===== src/rtl/coin_input_cond.sv =====
// Coin/button input conditioner: 2-flop sync, debounce, rising-edge detect and lockout
// arbitration into one-hot b1/b2/b3 pulses. Define COIN_COUNT_EN to add coin_count.
module coin_input_cond #(
  parameter int DEB_CYCLES = 4,
  parameter int LOCKOUT    = 5
) (
  input  logic        clk,
  input  logic        rst,
  input  logic        raw_b1,
  input  logic        raw_b2,
  input  logic        raw_b3,
  output logic        b1,
  output logic        b2,
  output logic        b3,
  output logic        coin_reject,
  output logic        busy,
  output logic        pending
`ifdef COIN_COUNT_EN
  ,
  output logic [15:0] coin_count
`endif
);

  typedef enum logic {S_IDLE, S_LOCK} state_t;

  localparam logic [7:0] DEB_LAST = 8'(DEB_CYCLES - 1);
  // Counter spans LOCKOUT suppressed cycles, so pulses land LOCKOUT+1 clocks apart.
  localparam logic [7:0] LOCK_LOAD = 8'(LOCKOUT);

  logic [2:0] w_raw;
  logic [2:0] r_sync1, r_sync2, r_stable, r_stable_d;
  logic [7:0] r_deb_cnt [3];

  assign w_raw = {raw_b3, raw_b2, raw_b1};

  // NOTE: sequential state uses non-blocking (<=) so every flop samples pre-edge values.
  always_ff @(posedge clk or posedge rst) begin
    if (rst) begin
      r_sync1    <= '0;
      r_sync2    <= '0;
      r_stable_d <= '0;
    end else begin
      r_sync1    <= w_raw;
      r_sync2    <= r_sync1;
      r_stable_d <= r_stable;
    end
  end

  // NOTE: the debounce counter array is tiny state, not storage, so it is reset like any flop.
  always_ff @(posedge clk or posedge rst) begin
    if (rst) begin
      r_stable <= '0;
      for (int i = 0; i < 3; i++) r_deb_cnt[i] <= '0;
    end else begin
      for (int i = 0; i < 3; i++) begin
        if (r_sync2[i] != r_stable[i]) begin
          if (r_deb_cnt[i] == DEB_LAST) begin
            r_stable[i]  <= r_sync2[i];
            r_deb_cnt[i] <= '0;
          end else begin
            r_deb_cnt[i] <= r_deb_cnt[i] + 8'd1;
          end
        end else begin
          r_deb_cnt[i] <= '0;
        end
      end
    end
  end

  logic [2:0] w_evt;
  logic       w_multi;
  logic       w_cand;
  logic [1:0] w_cand_code;

  assign w_evt   = r_stable & ~r_stable_d;
  assign w_multi = (w_evt & (w_evt - 3'd1)) != 3'd0;
  assign w_cand  = (w_evt != 3'd0) && !w_multi;

  always_comb begin
    w_cand_code = 2'd0;
    case (w_evt)
      3'b001:  w_cand_code = 2'd1;
      3'b010:  w_cand_code = 2'd2;
      3'b100:  w_cand_code = 2'd3;
      default: w_cand_code = 2'd0;
    endcase
  end

  function automatic logic [2:0] code_to_onehot(input logic [1:0] code);
    case (code)
      2'd1:    return 3'b001;
      2'd2:    return 3'b010;
      2'd3:    return 3'b100;
      default: return 3'b000;
    endcase
  endfunction

  state_t     r_state, w_state_nx;
  logic [7:0] r_lock_cnt, w_lock_nx;
  logic       r_pend_valid, w_pend_valid_nx;
  logic [1:0] r_pend_code, w_pend_code_nx;
  logic [2:0] r_b, w_b_nx;
  logic       r_reject, w_reject_nx;

  always_ff @(posedge clk or posedge rst) begin
    if (rst) begin
      r_state      <= S_IDLE;
      r_lock_cnt   <= '0;
      r_pend_valid <= 1'b0;
      r_pend_code  <= '0;
      r_b          <= '0;
      r_reject     <= 1'b0;
    end else begin
      r_state      <= w_state_nx;
      r_lock_cnt   <= w_lock_nx;
      r_pend_valid <= w_pend_valid_nx;
      r_pend_code  <= w_pend_code_nx;
      r_b          <= w_b_nx;
      r_reject     <= w_reject_nx;
    end
  end

  // NOTE: every output of this block is given a default first so no path can infer a latch.
  always_comb begin
    w_state_nx      = r_state;
    w_lock_nx       = r_lock_cnt;
    w_pend_valid_nx = r_pend_valid;
    w_pend_code_nx  = r_pend_code;
    w_b_nx          = '0;
    w_reject_nx     = w_multi;
    case (r_state)
      S_IDLE: begin
        if (w_cand) begin
          w_b_nx     = w_evt;
          w_lock_nx  = LOCK_LOAD;
          w_state_nx = S_LOCK;
        end
      end
      S_LOCK: begin
        if (r_lock_cnt != 8'd0) begin
          w_lock_nx = r_lock_cnt - 8'd1;
          if (w_cand) begin
            if (!r_pend_valid) begin
              w_pend_valid_nx = 1'b1;
              w_pend_code_nx  = w_cand_code;
            end else begin
              w_reject_nx = 1'b1;
            end
          end
        end else if (r_pend_valid) begin
          // Release the buffered coin; a same-cycle candidate takes the freed slot.
          w_b_nx          = code_to_onehot(r_pend_code);
          w_lock_nx       = LOCK_LOAD;
          w_pend_valid_nx = w_cand;
          w_pend_code_nx  = w_cand_code;
        end else if (w_cand) begin
          w_b_nx    = w_evt;
          w_lock_nx = LOCK_LOAD;
        end else begin
          w_state_nx = S_IDLE;
        end
      end
      default: w_state_nx = S_IDLE;
    endcase
  end

  assign b1          = r_b[0];
  assign b2          = r_b[1];
  assign b3          = r_b[2];
  assign coin_reject = r_reject;
  assign pending     = r_pend_valid;
  assign busy        = (r_state == S_LOCK) | r_pend_valid;

`ifdef COIN_COUNT_EN
  logic [15:0] r_count;

  always_ff @(posedge clk or posedge rst) begin
    if (rst) begin
      r_count <= '0;
    end else if ((w_b_nx != 3'd0) && (r_count != 16'hFFFF)) begin
      r_count <= r_count + 16'd1;
    end
  end

  assign coin_count = r_count;
`endif

endmodule

===== config.mk =====
export PLATFORM = sky130hd
export DESIGN_NAME = coin_input_cond
export DESIGN_NICKNAME = d
export VERILOG_FILES = /design/src/rtl/coin_input_cond.sv
export SDC_FILE = /design/constraint.sdc
export NUM_CORES = 1
export LEC_CHECK = 0
export BUFFER_PORTS_ARGS = -buffer_cell sky130_fd_sc_hd__clkbuf_2
export CAP_MARGIN = 25
export CORE_ASPECT_RATIO = 1.5
export CORE_UTILIZATION = 55
export CTS_CLUSTER_SIZE = 24
export DETAILED_ROUTE_END_ITERATION = 8
export GPL_TIMING_DRIVEN = 0
export PLACE_DENSITY = 0.76
export SKIP_CTS_REPAIR_TIMING = 1
export SLEW_MARGIN = 20
export SYNTH_ARGS = -nofsm -noshare
export SYNTH_HDL_FRONTEND = slang
export SYNTH_SLANG_ARGS = --single-unit

===== constraint.sdc =====
create_clock -name clk -period 2.3 [get_ports clk]
set_input_delay 0 -clock clk [delete_from_list [all_inputs] [get_ports clk]]
set_output_delay 0 -clock clk [all_outputs]
set_load 0.05 [all_outputs]

==> impl_metrics.toml, run 1 <==
[status]
status = "finished, final reports clean"

[cts]
cts_tree = "yes"
clock_latency_ns = 0.30
clkSlewWorstSetupHoldPaths_ns = 0.08
cts.sinks = 52
cts_buffer_depth = 2
root_buffer = "clkbuf_8"
htreeDepth = 2
numCtsBuffers = 5

[layout]
drive_gt1_frac = 0.130
area_delta_synth_final_pct = 10.7
final_nets = 255
antenna_cells = 0
nFillCells = 337
fin_cells = 292

[yosys]
yosys.cell_count.top_type = "dfrtp_1"
synthTopCellsByCount = "dfrtp_1 (52), nor2_1 (33), nand3_1 (17), xor2_1 (17), nand2_1 (11)"
ys_warn_count = 0
synth_area_sq_mm = 0.00240
synth_edf_count = 0
yosysTopAreaCell = "dfrtp_1"
synthArstFlopShare = 1.00
syn_nets = 233
synth_seq_cells = 52
yosysSeqAreaShare = 0.542
synth_area_leaders = "dfrtp_1 (54%), xor2_1 (6.2%), nor2_1 (5.2%)"
synthCells = 223
ys_types = 42
yosysTopAreaCellShare = 0.542
syn_area_per_cell_sq_um = 10.8
synth_flop_cell = "dfrtp_1"

[hold_path]
holdCritPathClass = "in -> async"

[critical_path]
critPathMaxFanout = 8
cp.arrival_ns = 2.25
critPathLaunchType = "register"
end_kind = "register"
cp.required_ns = 2.49
criticalPathCategory = "reg -> reg"

[sta]
fmax_ghz = 0.485
finalSetupViolCount = 0
rsz0062_at_grt = "false"
hold_viol_final = 0
slew_violations = 0
slew-limit-headroom = 0.517
skew_ns = 0.00642
fin_crit_sh = 0.896
timing.final.crit_period_ns = 2.06
fin_tns_setup_ns = 0
worstMarginPinSlew_ns = 0.714

[global_routing]
antenna_found_initial = 0
grt.overflow.total = 0
grt_use_total = 0.194
grt_pass1_vias = 1644
grt_max_degree = 29
grt_pass1_wl_mm = 7.00

[power_and_ir_drop]
vdd_drop_max_mv = 0.723
leakage_nw = 1.22
powerDensity_mw_per_mm2 = 1030

[die]
io_pins = 11
dieArea_sq_mm = 0.00464
rows = 29
fp.dieW_microns = 55.9
core_sq_mm = 0.00421
start_util = 0.570
die_y_microns = 82.9

[drt]
drt-total-wl_mm = 3.99
drt_pass1_iterations = 4
drt_iter0_markers = 114
drc = 0
via_per_inst = 5.70
drt-wirelength-per-cell_microns = 13.7
vias = 1663
drt.antenna.violating_nets = 0

[placement]
io_buffers = 10
dp.final_hpwl_mm = 2.78
placedCellCount = 280
globalplace.congestion = 0.847

[flow_run]
drv_cap = 0
[critical path: stages (launching register included)]
cell	delay (ns)
dfrtp_1	0.42
or4_4	0.60
or3_4	0.41
and2_4	0.17
buf_6	0.13
o21ai_1	0.12
nand3_1	0.10
[layer usage]
metal | GRT usage | vias to the layer above | routed length (microns)
met4 | 0.102 | 0 | 90
met3 | 0.0467 | 6 | 107
met2 | 0.338 | 26 | 2110
met1 | 0.216 | 812 | 1680
met5 | 0 | - | 0
li1 | - | 819 | -
[sequential cells by signal (all words and copies together) (netlist names)]
signal and flops:
r_state 1, r_pend_code 2, r_lock_cnt 8, r_deb_cnt 24, coin_reject 1, r_stable_d 3
pending 1, r_b 3, r_sync2 3, r_stable 3, r_sync1 3
[per-stage QoR]
stage	util	setup slack (ns)	total power, mW	cell area [sq um]	hold WS, ns
after global routing	0.632	0.166	2.96	2660	0.335
after global placement	0.596	0.264	2.20	2510	0.109
after floorplan	-	0.351	2.03	2400	0.0314
final	0.632	0.238	2.75	2660	0.285
after detailed placement	0.601	0.262	2.24	2530	0.0820
after CTS	0.622	0.249	2.76	2620	-0.253
[layout by cell type (no fill, tap or decap), drive strengths merged, types with 3 or more instances in the layout]
cell         count
a21oi            9
and3             9
clkbuf          21
dfrtp           52
dlygate4sd3      4
ha               5
inv              5
mux2             3
nand2           11
nand2b           4
nand3           17
nor2            33
nor2b            3
nor3             4
o21ai            9
or4              4
or4b             3
xnor2            6
xor2            17
[area by class of cell]
cell class / count / area, sq um / area share
Sequential cell: 52 / 1300 / 0.489
Clock buffer: 8 / 90.1 / 0.0339
Tap cell: 46 / 57.6 / 0.0216
Timing Repair Buffer: 15 / 110 / 0.0414
Buffer: 4 / 22.5 / 0.00847
Multi-Input combinational cell: 162 / 1060 / 0.398
Inverter: 5 / 18.8 / 0.00706
[where the power goes]
part	internal, mW	switching [mW]	total [mW]
Clock	0.245	0.270	0.516
Sequential	1.13	0.228	1.36
Combinational	0.348	0.523	0.871
[logic make-up (layout without fill, tap and decap cells)]
logic type                 count (synthesis)  after routing  synth area share
and+or+nand+nor                           98             98             0.213
DFF                                       52             52             0.542
AOI/OAI and AO/OA                         32             32            0.0995
xor gates and xnor gates                  23             23            0.0839
buffers and inverters                      9             32            0.0172
adders and majority gates                  5              5            0.0261
muxes                                      4              4            0.0182
[path summary, 6_finish.rpt]
path	from	endpoint	slack [ns]	depth (start not counted)
setup reg to reg	r_lock_cnt[3]	pending	0.24	6
hold / removal	rst	r_sync2[0]	0.28	3
setup / recovery	r_lock_cnt[3]	pending	0.24	6
min in group clk	raw_b1	r_sync1[0]	0.35	2
max in group asynchronous	rst	r_deb_cnt[9]	1.48	4
hold reg to reg	r_sync1[1]	r_sync2[1]	0.36	0
Note: power is estimated with default switching activity, not from simulation.
==> inputs of run 2 (changes only) <==
--- a/config.mk
+++ b/config.mk
@@ -7,8 +7,8 @@
 export LEC_CHECK = 0
 export BUFFER_PORTS_ARGS = -buffer_cell sky130_fd_sc_hd__clkbuf_2
 export CAP_MARGIN = 25
-export CORE_ASPECT_RATIO = 1.5
 export CORE_UTILIZATION = 55
+export CTS_BUF_LIST = sky130_fd_sc_hd__clkbuf_8
 export CTS_CLUSTER_SIZE = 24
 export DETAILED_ROUTE_END_ITERATION = 8
 export GPL_TIMING_DRIVEN = 0
==> impl_metrics.toml, run 2 (same netlist as run 1, synthesis figures left out) <==
[critical_path]
reg2reg_slack_ns = 0.24
cp.required_ns = 2.48
critPathLaunchType = "register"
end_kind = "register"
criticalPathCategory = "reg -> reg"
r2r_start = "r_lock_cnt[3]"
cp.arrival_ns = 2.25
r2r_cells = 6
critPathMaxFanout = 8
r2r-end = "pending"

[die]
start_util = 0.588
core_sq_mm = 0.00409
rows = 23
fp.dieW_microns = 68.1
dieArea_sq_mm = 0.00463
io_pins = 11
die_y_microns = 68.1

[placement]
placedCellCount = 284
io_buffers = 10
globalplace.congestion = 0.739
dp.final_hpwl_mm = 2.73
place_area_sq_mm = 0.00254

[power_and_ir_drop]
seqPwrFrac = 0.491
power_switching_mw = 1.06
intPower_mw = 1.70
powerDensity_mw_per_mm2 = 1030
vdd_drop_max_mv = 0.433
swShare = 0.386
combinationalPowerShare = 0.320
leakage_nw = 1.22
p_clk_frac = 0.190

[drt]
via_per_inst = 5.62
vias = 1664
drt-total-wl_mm = 3.98
drt.antenna.violating_nets = 0
drt-wirelength-per-cell_microns = 13.5
drt_pass1_iterations = 4
drc = 0
drt_iter0_markers = 142

[flow_run]
drv_cap = 0

[sta]
timing.final.crit_period_ns = 2.06
worstMarginPinSlew_ns = 0.672
slew-limit-headroom = 0.546
whs_ns = 0.312
fin_tns_setup_ns = 0
slew_violations = 0
rsz0062_at_grt = "false"
fmax_ghz = 0.485
finalSetupViolCount = 0
fin_crit_sh = 0.897
hold_viol_final = 0
skew_ns = 0.0100

[cts]
clkSlewWorstSetupHoldPaths_ns = 0.09
clock_latency_ns = 0.31
numCtsBuffers = 5
root_buffer = "clkbuf_8"
htreeDepth = 2
cts_tree = "yes"
cts_buffer_depth = 2
cts.sinks = 52

[layout]
fin_cells = 296
largest_reg_flops = 24
final_area_sq_mm = 0.00267
area_delta_synth_final_pct = 11.3
top_regs = "r_deb_cnt: 24 flops, r_lock_cnt: 8 flops"
final_cell_mix = "dfrtp_1 (52), nor2_1 (33), nand3_1 (17), xor2_1 (17), nand2_1 (11)"
largest_register = "r_deb_cnt"
final_nets = 255
drive_gt1_frac = 0.138
antenna_cells = 0
final_common_cell = "dfrtp_1"

[global_routing]
grt.overflow.total = 0
grt_max_degree = 30
grt_use_total = 0.207
antenna_found_initial = 0
grt_pass1_wl_mm = 7.08
grt_pass1_vias = 1623

[hold_path]
holdCritPathClass = "in -> async"

[status]
status = "finished, final reports clean"
-- run 2: cell type report --
type,count,area [sq um]
plain buffers,4,22.5
well taps,50,62.6
repair buffers,15,118
fillers,322,1420
flip-flops and latches,52,1300
clock inverters,3,21.3
multi-input cells,162,1060
inverters,5,18.8
clock buffers,5,68.8
-- run 2: power groups by stage --
stage / registers, mW / logic (mW) / clock network [mW]
after CTS: 1.35 / 0.878 / 0.544
final: 1.35 / 0.882 / 0.524
after global placement: 1.36 / 0.837 / 0
after floorplan: 1.36 / 0.667 / 0
after global routing: 1.39 / 1.01 / 0.580
after detailed placement: 1.37 / 0.871 / 0
-- run 2: stage by stage --
step	power, mW	utilization	worst slack, ns
floorplan	2.03	-	0.351
global placement	2.20	0.615	0.283
detailed placement	2.24	0.622	0.257
CTS	2.77	0.644	0.241
global route	2.98	0.654	0.153
finish	2.76	0.654	0.237
-- run 2: metal layers --
| metal | up-vias | share of wire | global-route usage |
|---|---|---|---|
| li1 | 826 | - | - |
| met1 | 807 | 0.49 | 0.272 |
| met2 | 27 | 0.47 | 0.335 |
| met3 | 4 | 0.026 | 0.0450 |
| met4 | 0 | 0.014 | 0.0729 |
| met5 | - | 0 | 0 |
-- run 2: critical path, stage by stage (launching register included) --
cell     delay [ns]
dfrtp_1        0.42
or4_4          0.60
or3_4          0.40
and2_4         0.17
buf_6          0.13
o21ai_1        0.12
nand3_1        0.10
-- run 2: how the worst max path moves through the flow --
stage	from	endpoint	slack (ns)
floorplan	r_lock_cnt[3]	r_lock_cnt[4]	0.35
global placement	r_lock_cnt[2]	pending	0.28
detailed placement	r_lock_cnt[2]	pending	0.26
CTS	r_lock_cnt[2]	pending	0.24
global route	r_lock_cnt[2]	pending	0.15
finish	r_lock_cnt[3]	pending	0.24
==> inputs of run 3 (changes only) <==
--- a/config.mk
+++ b/config.mk
@@ -5,6 +5,7 @@
 export SDC_FILE = /design/constraint.sdc
 export NUM_CORES = 1
 export LEC_CHECK = 0
+export ABC_AREA = 1
 export BUFFER_PORTS_ARGS = -buffer_cell sky130_fd_sc_hd__clkbuf_2
 export CAP_MARGIN = 25
 export CORE_UTILIZATION = 55
==> impl_metrics.toml, run 3 <==
[yosys]
synth_edf_count = 0
yosys.cell_count.top_type = "dfrtp_1"
synth_area_sq_mm = 0.00239
synth-compound-area-share = 0.0434
yosys.area_share.simple = 0.273
synthTopCellsByCount = "dfrtp_1 (52), nand2_1 (49), nor2_1 (46)"
syn_nets = 289
ys_warn_count = 0
synth_top_family_by_area = "simple AND/OR/NAND/NOR gates"
syn_area_per_cell_sq_um = 8.57
ys_types = 19
synthCells = 279
synth_flop_cell = "dfrtp_1"
synth_seq_cells = 52
yosysSeqAreaShare = 0.544
synth_xor_area_frac = 0.0440
synthMuxAreaShare = 0
yosysTopAreaCell = "dfrtp_1"
yosysTopAreaCellShare = 0.544
synth_area_leaders = "dfrtp_1 (54%), nand2_1 (7.7%), nor2_1 (7.2%)"
synth_fa_ha_area_frac = 0.0262
synthArstFlopShare = 1.00

[critical_path]
slowest_delay_ns = 0.33
cp.arrival_ns = 1.66
r2r_start = "r_lock_cnt[0]"
criticalPathCategory = "reg -> reg"
slowest_stage = "dfrtp_1"
reg2reg_slack_ns = 0.83
end_kind = "register"
cp.required_ns = 2.49
r2r_cells = 8
critPathLaunchType = "register"
crit_top_cell = "inv_1"
critPathMaxFanout = 10
r2r-end = "r_lock_cnt[2]"
cp_cell_sequence = "inv_1, ha_1, nand2_1, nor2_4, nor2_2, nand3_1, o21ai_1, inv_1"

[sta]
slew-limit-headroom = 0.614
skew_ns = 0.00292
timing.final.crit_period_ns = 1.47
rsz0062_at_grt = "false"
worstMarginPinSlew_ns = 0.575
whs_ns = 0.203
fin_crit_sh = 0.639
slew_violations = 0
finalSetupViolCount = 0
fin_tns_setup_ns = 0
fmax_ghz = 0.680
hold_viol_final = 0

[global_routing]
grt_pass1_wl_mm = 6.53
grt_max_degree = 37
grt_use_total = 0.190
grt_pass1_vias = 1589
grt.overflow.total = 0
antenna_found_initial = 0

[die]
fp.dieW_microns = 67.9
dieArea_sq_mm = 0.00462
rows = 23
io_pins = 11
core_sq_mm = 0.00409
start_util = 0.585
die_y_microns = 67.9

[layout]
drive_gt1_frac = 0.0828
final_common_cell = "dfrtp_1"
largest_reg_flops = 24
fin_cells = 352
final_area_sq_mm = 0.00265
final_nets = 311
fin_util = 0.649
area_delta_synth_final_pct = 11.0
top_regs = "r_deb_cnt: 24 flops, r_lock_cnt: 8 flops"
antenna_cells = 0
final_cell_mix = "dfrtp_1 (52), nand2_1 (49), nor2_1 (46)"
largest_register = "r_deb_cnt"

[cts]
clock_latency_ns = 0.29
cts.sinks = 52
cts_tree = "yes"
htreeDepth = 2
root_buffer = "clkbuf_8"
clkSlewWorstSetupHoldPaths_ns = 0.09
cts_buffer_depth = 2
numCtsBuffers = 5

[power_and_ir_drop]
powerDensity_mw_per_mm2 = 1020
intPower_mw = 1.68
power_switching_mw = 1.02
p_clk_frac = 0.188
swShare = 0.378
leakage_nw = 1.34
vdd_drop_max_mv = 0.683
seqPwrFrac = 0.477
combinationalPowerShare = 0.335

[placement]
placedCellCount = 340
globalplace.congestion = 0.860
place_area_sq_mm = 0.00252
dp.final_hpwl_mm = 2.79
io_buffers = 10

[hold_path]
holdCritPathClass = "in -> async"

[flow_run]
drv_cap = 0

[drt]
top_layer = "met4"
drt-wirelength-per-cell_microns = 11.0
wl_met2_mm = 1.77
drt_iter0_markers = 146
drt_pass1_iterations = 4
drt-met1-wl_mm = 1.97
drt-total-wl_mm = 3.87
drt.antenna.violating_nets = 0
vias = 1769
via_per_inst = 5.03
met3WireLength_microns = 112
drc = 0

[status]
status = "finished, final reports clean"
run 3: cell count changes after synthesis, moves of 6 or more:
cell     before  now
nand2_1      11   49
nor2_1       33   46
nor3_1        3   10
nand4_1       2   14
a21oi_1       9    3
and3_1        9    0
inv_1         4   44
xor2_1       17    8
run 3: final cells by class:
cell class,count,area [sq um]
timing repair buffer,15,110
inverter,44,165
multi-input combinational,183,925
clock buffer,6,82.6
tap,50,62.6
clock inverter,2,7.51
fill,347,1430
sequential,52,1300
run 3: worst max-delay path by stage:
stage                   from              to  slack, ns  cells after the start
2_1_floorplan        pending  r_pend_code[0]       0.94                      7
3_3_place_gp             rst   r_lock_cnt[5]       0.48                      2
3_5_place_dp   r_lock_cnt[0]   r_lock_cnt[2]       0.84                      8
4_1_cts        r_lock_cnt[0]   r_lock_cnt[2]       0.83                      8
5_1_grt        r_lock_cnt[0]   r_lock_cnt[0]       0.68                      9
6_report       r_lock_cnt[0]   r_lock_cnt[2]       0.83                      8
run 3: logic make-up after synthesis:
family	after synthesis
DFF	52
adders and majority gates	5
xor gates and xnor gates	12
and+or+nand+nor	147
AOI/OAI and AO/OA	19
buffers and inverters	44
run 3: routing by layer:
metal	track usage	vias to the layer above
li1	-	934
met1	0.239	801
met2	0.314	30
met3	0.0517	4
met4	0.0677	0
met5	0	-
run 3: critical path: cells and delay by family, from the launching register on:
kind / cells / cell delay (ns)
compound gates: 1 / 0.09
fa+ha+maj: 1 / 0.23
buf+inv: 2 / 0.13
flops: 1 / 0.33
simple gates: 4 / 0.59
run 3: power groups by stage:
stage               sequential (mW)  combinational [mW]  clock (mW)
CTS                            1.29               0.910       0.539
global placement               1.30               0.864           0
detailed placement             1.31               0.898           0
global route                   1.32                1.05       0.573
floorplan                      1.32               0.699           0
finish                         1.29               0.907       0.510
run 3: stage by stage:
| step | setup slack [ns] | power [mW] |
|---|---|---|
| CTS | 0.829 | 2.74 |
| finish | 0.830 | 2.71 |
| floorplan | 0.941 | 2.02 |
| detailed placement | 0.840 | 2.21 |
| global route | 0.677 | 2.94 |
| global placement | 0.475 | 2.16 |
